### src/rtl/uart_pkg.sv
// Shared receiver types and constants for the UART receive path.
package uart_pkg;

    typedef enum logic [1:0] {
        IDLE,
        START,
        DATA,
        STOP
    } rx_state_t;

    localparam int DATA_BITS            = 8;
    localparam int CLK_PER_HALF_BIT_DEF = 434;

endpackage

### src/rtl/sync_fifo.sv
// Show-ahead synchronous FIFO; a push into a full FIFO is taken only when a pop frees a slot on the same edge.
module sync_fifo #(
    parameter int WIDTH = 8,
    parameter int DEPTH = 16,
    localparam int AW   = $clog2(DEPTH)
) (
    input  logic             clk,
    input  logic             rstn,
    input  logic             push,
    input  logic [WIDTH-1:0] wdata,
    input  logic             pop,
    output logic [WIDTH-1:0] rdata,
    output logic             full,
    output logic             empty,
    output logic [AW:0]      level
);

    logic [WIDTH-1:0] mem_q [DEPTH];
    logic [AW-1:0]    wr_ptr_q, wr_ptr_d;
    logic [AW-1:0]    rd_ptr_q, rd_ptr_d;
    logic [AW:0]      level_q, level_d;
    logic             do_push, do_pop;

    assign full    = (level_q == (AW+1)'(DEPTH));
    assign empty   = (level_q == '0);
    assign do_pop  = pop && !empty;
    assign do_push = push && (!full || do_pop);

    // Head is gated so the output reads zero while empty, including in reset.
    assign rdata = empty ? '0 : mem_q[rd_ptr_q];
    assign level = level_q;

    always_comb begin
        wr_ptr_d = wr_ptr_q;
        rd_ptr_d = rd_ptr_q;
        level_d  = level_q;
        if (do_push) wr_ptr_d = wr_ptr_q + AW'(1);
        if (do_pop)  rd_ptr_d = rd_ptr_q + AW'(1);
        case ({do_push, do_pop})
            2'b10:   level_d = level_q + (AW+1)'(1);
            2'b01:   level_d = level_q - (AW+1)'(1);
            default: level_d = level_q;
        endcase
    end

    always_ff @(posedge clk) begin
        if (do_push) mem_q[wr_ptr_q] <= wdata;
    end

    always_ff @(posedge clk or negedge rstn) begin
        if (!rstn) begin
            wr_ptr_q <= '0;
            rd_ptr_q <= '0;
            level_q  <= '0;
        end else begin
            wr_ptr_q <= wr_ptr_d;
            rd_ptr_q <= rd_ptr_d;
            level_q  <= level_d;
        end
    end

endmodule

### src/rtl/uart_rx_fifo.sv
// 8N1 UART receiver sampling mid-bit, feeding a show-ahead byte FIFO with framing and overrun pulses.
module uart_rx_fifo
    import uart_pkg::*;
#(
    parameter int CLK_PER_HALF_BIT = CLK_PER_HALF_BIT_DEF,
    parameter int FIFO_DEPTH       = 16,
    localparam int LW              = $clog2(FIFO_DEPTH) + 1
) (
    input  logic          clk,
    input  logic          rstn,
    input  logic          rxd,
    output logic [7:0]    rdata,
    output logic          rvalid,
    input  logic          rready,
    output logic [LW-1:0] level,
    output logic          ferr,
    output logic          overrun
);

    localparam int CW = $clog2(2 * CLK_PER_HALF_BIT);
    localparam int BW = $clog2(DATA_BITS);
    localparam logic [CW-1:0] HALF_LAST = CW'(CLK_PER_HALF_BIT - 1);
    localparam logic [CW-1:0] FULL_LAST = CW'(2 * CLK_PER_HALF_BIT - 1);

    rx_state_t            state_q, state_d;
    logic                 meta_q, rxs_q;
    logic [CW-1:0]        cnt_q, cnt_d;
    logic [BW-1:0]        bit_q, bit_d;
    logic [DATA_BITS-1:0] shift_q, shift_d;
    logic                 ferr_q, ferr_d;
    logic                 ovr_q, ovr_d;
    logic                 push_req, fifo_full, fifo_empty, pop;

    always_ff @(posedge clk or negedge rstn) begin
        if (!rstn) begin
            meta_q <= 1'b1;
            rxs_q  <= 1'b1;
        end else begin
            meta_q <= rxd;
            rxs_q  <= meta_q;
        end
    end

    always_comb begin
        state_d  = state_q;
        cnt_d    = cnt_q + CW'(1);
        bit_d    = bit_q;
        shift_d  = shift_q;
        push_req = 1'b0;
        ferr_d   = 1'b0;
        case (state_q)
            IDLE: begin
                cnt_d = '0;
                if (!rxs_q) begin
                    state_d = START;
                    bit_d   = '0;
                end
            end
            START: begin
                // A start bit that is high again at mid-bit was a glitch.
                if (cnt_q == HALF_LAST) begin
                    cnt_d   = '0;
                    state_d = rxs_q ? IDLE : DATA;
                end
            end
            DATA: begin
                if (cnt_q == FULL_LAST) begin
                    cnt_d   = '0;
                    shift_d = {rxs_q, shift_q[DATA_BITS-1:1]};
                    bit_d   = bit_q + BW'(1);
                    if (bit_q == BW'(DATA_BITS - 1)) state_d = STOP;
                end
            end
            STOP: begin
                // Leave at mid-stop so a start bit right after is not missed.
                if (cnt_q == FULL_LAST) begin
                    cnt_d    = '0;
                    state_d  = IDLE;
                    push_req = rxs_q;
                    ferr_d   = !rxs_q;
                end
            end
            default: begin
                state_d = IDLE;
                cnt_d   = '0;
            end
        endcase
    end

    assign pop   = rvalid && rready;
    assign ovr_d = push_req && fifo_full && !pop;

    always_ff @(posedge clk or negedge rstn) begin
        if (!rstn) begin
            state_q <= IDLE;
            cnt_q   <= '0;
            bit_q   <= '0;
            shift_q <= '0;
            ferr_q  <= 1'b0;
            ovr_q   <= 1'b0;
        end else begin
            state_q <= state_d;
            cnt_q   <= cnt_d;
            bit_q   <= bit_d;
            shift_q <= shift_d;
            ferr_q  <= ferr_d;
            ovr_q   <= ovr_d;
        end
    end

    sync_fifo #(
        .WIDTH (DATA_BITS),
        .DEPTH (FIFO_DEPTH)
    ) u_fifo (
        .clk   (clk),
        .rstn  (rstn),
        .push  (push_req),
        .wdata (shift_d),
        .pop   (pop),
        .rdata (rdata),
        .full  (fifo_full),
        .empty (fifo_empty),
        .level (level)
    );

    assign rvalid  = !fifo_empty;
    assign ferr    = ferr_q;
    assign overrun = ovr_q;

endmodule

### config.mk
export PLATFORM = sky130hd
export DESIGN_NAME = uart_rx_fifo
export DESIGN_NICKNAME = d
export VERILOG_FILES = /design/src/rtl/uart_pkg.sv /design/src/rtl/sync_fifo.sv /design/src/rtl/uart_rx_fifo.sv
export SDC_FILE = /design/constraint.sdc
export NUM_CORES = 1
export LEC_CHECK = 0
export CAP_MARGIN = 20
export CORE_ASPECT_RATIO = 1.25
export CORE_MARGIN = 2
export CORE_UTILIZATION = 64
export CTS_CLUSTER_DIAMETER = 150
export CTS_CLUSTER_SIZE = 12
export DETAILED_ROUTE_END_ITERATION = 6
export PLACE_DENSITY = 0.87
export SLEW_MARGIN = 20
export SYNTH_ARGS = -nofsm -noshare
export SYNTH_HDL_FRONTEND = slang
export SYNTH_HIERARCHICAL = 1
export SYNTH_SLANG_ARGS = --single-unit
export TNS_END_PERCENT = 1
### constraint.sdc
create_clock -name clk -period 6.3 [get_ports clk]
set_input_delay 1.89 -clock clk [delete_from_list [all_inputs] [get_ports clk]]
set_output_delay 1.89 -clock clk [all_outputs]
set_load 0.01 [all_outputs]
==> impl_metrics.toml <==
[status]
status = "complete, no violations"

[cells_and_area]
n_fill_cell = 620
stdcell_count = 585
multi_input_area_um2 = 2140
finish.net_count = 454
diodes = 0
seqCellArea_um2 = 4850
syn_to_final_growth_pct = 12.6
drive_above_1_share = 0.191

[synthesis]
synth.top_cells.by_area = "edfxtp_1 (54%), dfrtp_1 (13%), mux4_2 (8.8%)"
synth_warnings = 6
ys.flop_type = "edfxtp_1"
synth_largest_area_cell = "edfxtp_1"
synth_cell_types = 54
synth-seq-cells = 168
synthCells = 410
synth_seq_area_share = 0.677
avgSynthCellArea_um2 = 17.5
async_reset_ff_frac = 0.238
synth_nets = 427
synth.top_cell.area_share = 0.537
synth-edff-count = 128
syn-cell-area_um2 = 7160

[worst_setup_path]
reg2reg_slack_ns = 2.68
crit_fanout = 22
cp_cell_sequence = "mux4_2 -> nor2b_1 -> a211oi_1 -> a211oi_1 -> clkdlybuf4s50_1"
path_buf_inv = 1
cp-end-kind = "output port"
critical_path.most_common_cell = "a211oi_1"
cp.arrival_ns = 3.07
required_ns = 4.41
cp_top_family = "flip-flops"
cp-start-kind = "flip-flop"
cp_slowest_cell = "dfrtp_2"
max_stage_delay_ns = 0.79
path_class = "reg2out"

[timing]
max_slew_margin = 0.386
max_freq_mhz = 201
fin_crit_ns = 4.96
skew_ns = 0.00679
final.period_utilization = 0.788
finalHoldViolCount = 0
setup_viol = 0
worst_slew_pin_slew_ns = 0.921
grt_setup_unrepaired = "false"
maxSlewViolCount = 0
tns_ns = 0

[cts]
cts_max_path_buffers = 2
h-tree-depth = 4
cts.sinks = 168
post_cts_buffers = 0
cts_tree = "built"
cts_made_buffers = 17
ctsResizeCount = 0
hold_buffers = 0
clockRootBuffer = "clkbuf_16"
clk_pin_slew_ns = 0.06
clk_latency_ns = 0.41

[power_and_ir_drop]
vdd_drop_max_v = 0.000268
power_density_nw_per_um2 = 360
p_leak_uw = 0.00319

[detailed_routing]
ant_nets = 0
met3RoutedLength_um = 870
drcViolationCount = 0
routed_wl_mm = 13.9
vias = 3861
drt_pass1_iterations = 5
first_iter_violations = 341
met2_wirelength_mm = 7.30
wl_per_cell_um = 23.8
route.layer.met1.wl_mm = 5.36
vias_per_cell = 6.60
top_layer_used = "met4"

[grt]
grt_use_total = 0.248
grt_pass1_wl_mm = 21.8
antenna_found_initial = 0
grt_pass1_vias = 3983
grt_overflow = 0
grt_max_degree = 41

[placement]
io_buffer_count = 19
routabilityCongestion = 0.808
place.detailed.hpwl_mm = 8.42
dp.cells = 553

[hold_path]
hp-class = "reg2reg"

[floorplanning]
die_w_um = 98.6
dieArea_um2 = 12100
fp-row-count = 43
fp.dieH_um = 122
coreArea_um2 = 11000
initial_core_util = 0.650
ios = 20

[run]
maxCapViolCount = 0
[cell usage after synthesis (4+ instances only)]
master    instances
nor2b_1          10
or4_1             5
a211oi_1         16
nand3_1           9
xor2_1            4
o31ai_1           4
inv_1            17
edfxtp_1        128
mux4_1            4
buf_2             6
buf_6             4
mux2_2            9
nor4_1            4
xnor2_1           8
nand2b_1          6
nor2_1            8
a22oi_1           5
mux4_2           28
nand2_1           9
dfrtp_1          38
ha_1             12
a21oi_1           8
and2_1           11
mux2i_1          13
[flip-flops by register name (all words and copies together), names as in the netlist, named ones only]
name,flops
u_fifo/mem_q,128
u_fifo/rd_ptr_q,4
u_fifo/wr_ptr_q,4
meta_q,1
shift_q,8
state_q,1
overrun,1
cnt_q,10
u_fifo/level,5
bit_q,3
ferr,1
rxs_q,1
[power breakdown]
part | internal (uW) | switching, uW | total (uW)
Combinational | 289 | 238 | 526
Sequential | 1210 | 126 | 1340
Clock | 659 | 378 | 1040
Total | 2160 | 742 | 2900
[per-stage QoR]
| stage | instance area [um2] | utilization | hold slack (ns) | setup WS [ns] | total power, uW |
|---|---|---|---|---|---|
| after floorplan | 7160 | - | 0.345 | 2.57 | 1710 |
| after global placement | 7450 | 0.675 | 0.346 | 1.44 | 1860 |
| after detailed placement | 7470 | 0.677 | 0.355 | 1.75 | 1890 |
| after CTS | 8070 | 0.731 | 0.362 | 1.31 | 2920 |
| after global routing | 8070 | 0.731 | 0.370 | 1.20 | 3010 |
| final | 8070 | 0.731 | 0.363 | 1.34 | 2900 |
[layout by cell type (no fill, tap or decap), types with 3 or more instances in the layout]
master,instances
a211oi_1,16
xor2_1,4
clkdlybuf4s50_1,18
ha_1,12
mux4_1,4
buf_4,6
o21ai_0,3
nor2b_1,10
mux2i_1,13
nand3_1,9
clkbuf_16,17
clkbuf_1,5
or3_1,3
xnor2_1,8
or4_1,5
nor2_1,8
mux2_2,9
and2_1,11
bufinv_16,4
o31ai_1,4
nor4_1,4
edfxtp_1,128
inv_1,17
clkinv_2,4
a21oi_1,8
mux4_2,28
nand2_1,9
nand2b_1,6
dfrtp_1,37
a22oi_1,5
[path summary, 6_finish.rpt]
| kind | from | to | cells past startpoint |
|---|---|---|---|
| min | meta_q | rxs_q | 0 |
| max in group asynchronous | rstn | u_fifo/rd_ptr_q[1] | 1 |
| min reg2reg | meta_q | rxs_q | 0 |
| max reg2reg | cnt_q[2] | u_fifo/mem_q[9][6] | 6 |
| max | u_fifo/rd_ptr_q[1] | rdata[5] | 5 |
| min in group asynchronous | rstn | cnt_q[2] | 1 |
[cell type report]
type	count	area share
Multi-Input combinational cell	207	0.266
Sequential cell	168	0.601
Tap cell	135	0.0209
Clock buffer	22	0.0551
Timing Repair Buffer	26	0.0304
Clock inverter	10	0.0188
Inverter	17	0.00791
[metal layers]
layer / vias up / GRT usage
met2: 154 / 0.425
li1: 1663 / -
met5: - / 0
met3: 34 / 0.0524
met4: 0 / 0.110
met1: 2010 / 0.310
[kinds of logic (layout without fill, tap and decap cells)]
family                     Yosys count  after routing  share of synthesized area
DFF                                168            168                      0.677
buffers and inverters               35             75                     0.0253
and+or+nand+nor                     79             79                     0.0704
adders and majority gates           13             13                     0.0238
muxes                               56             56                      0.139
xor gates and xnor gates            12             12                     0.0147
AOI/OAI and AO/OA                   47             47                     0.0501
Note: power is estimated with default switching activity, not from simulation.
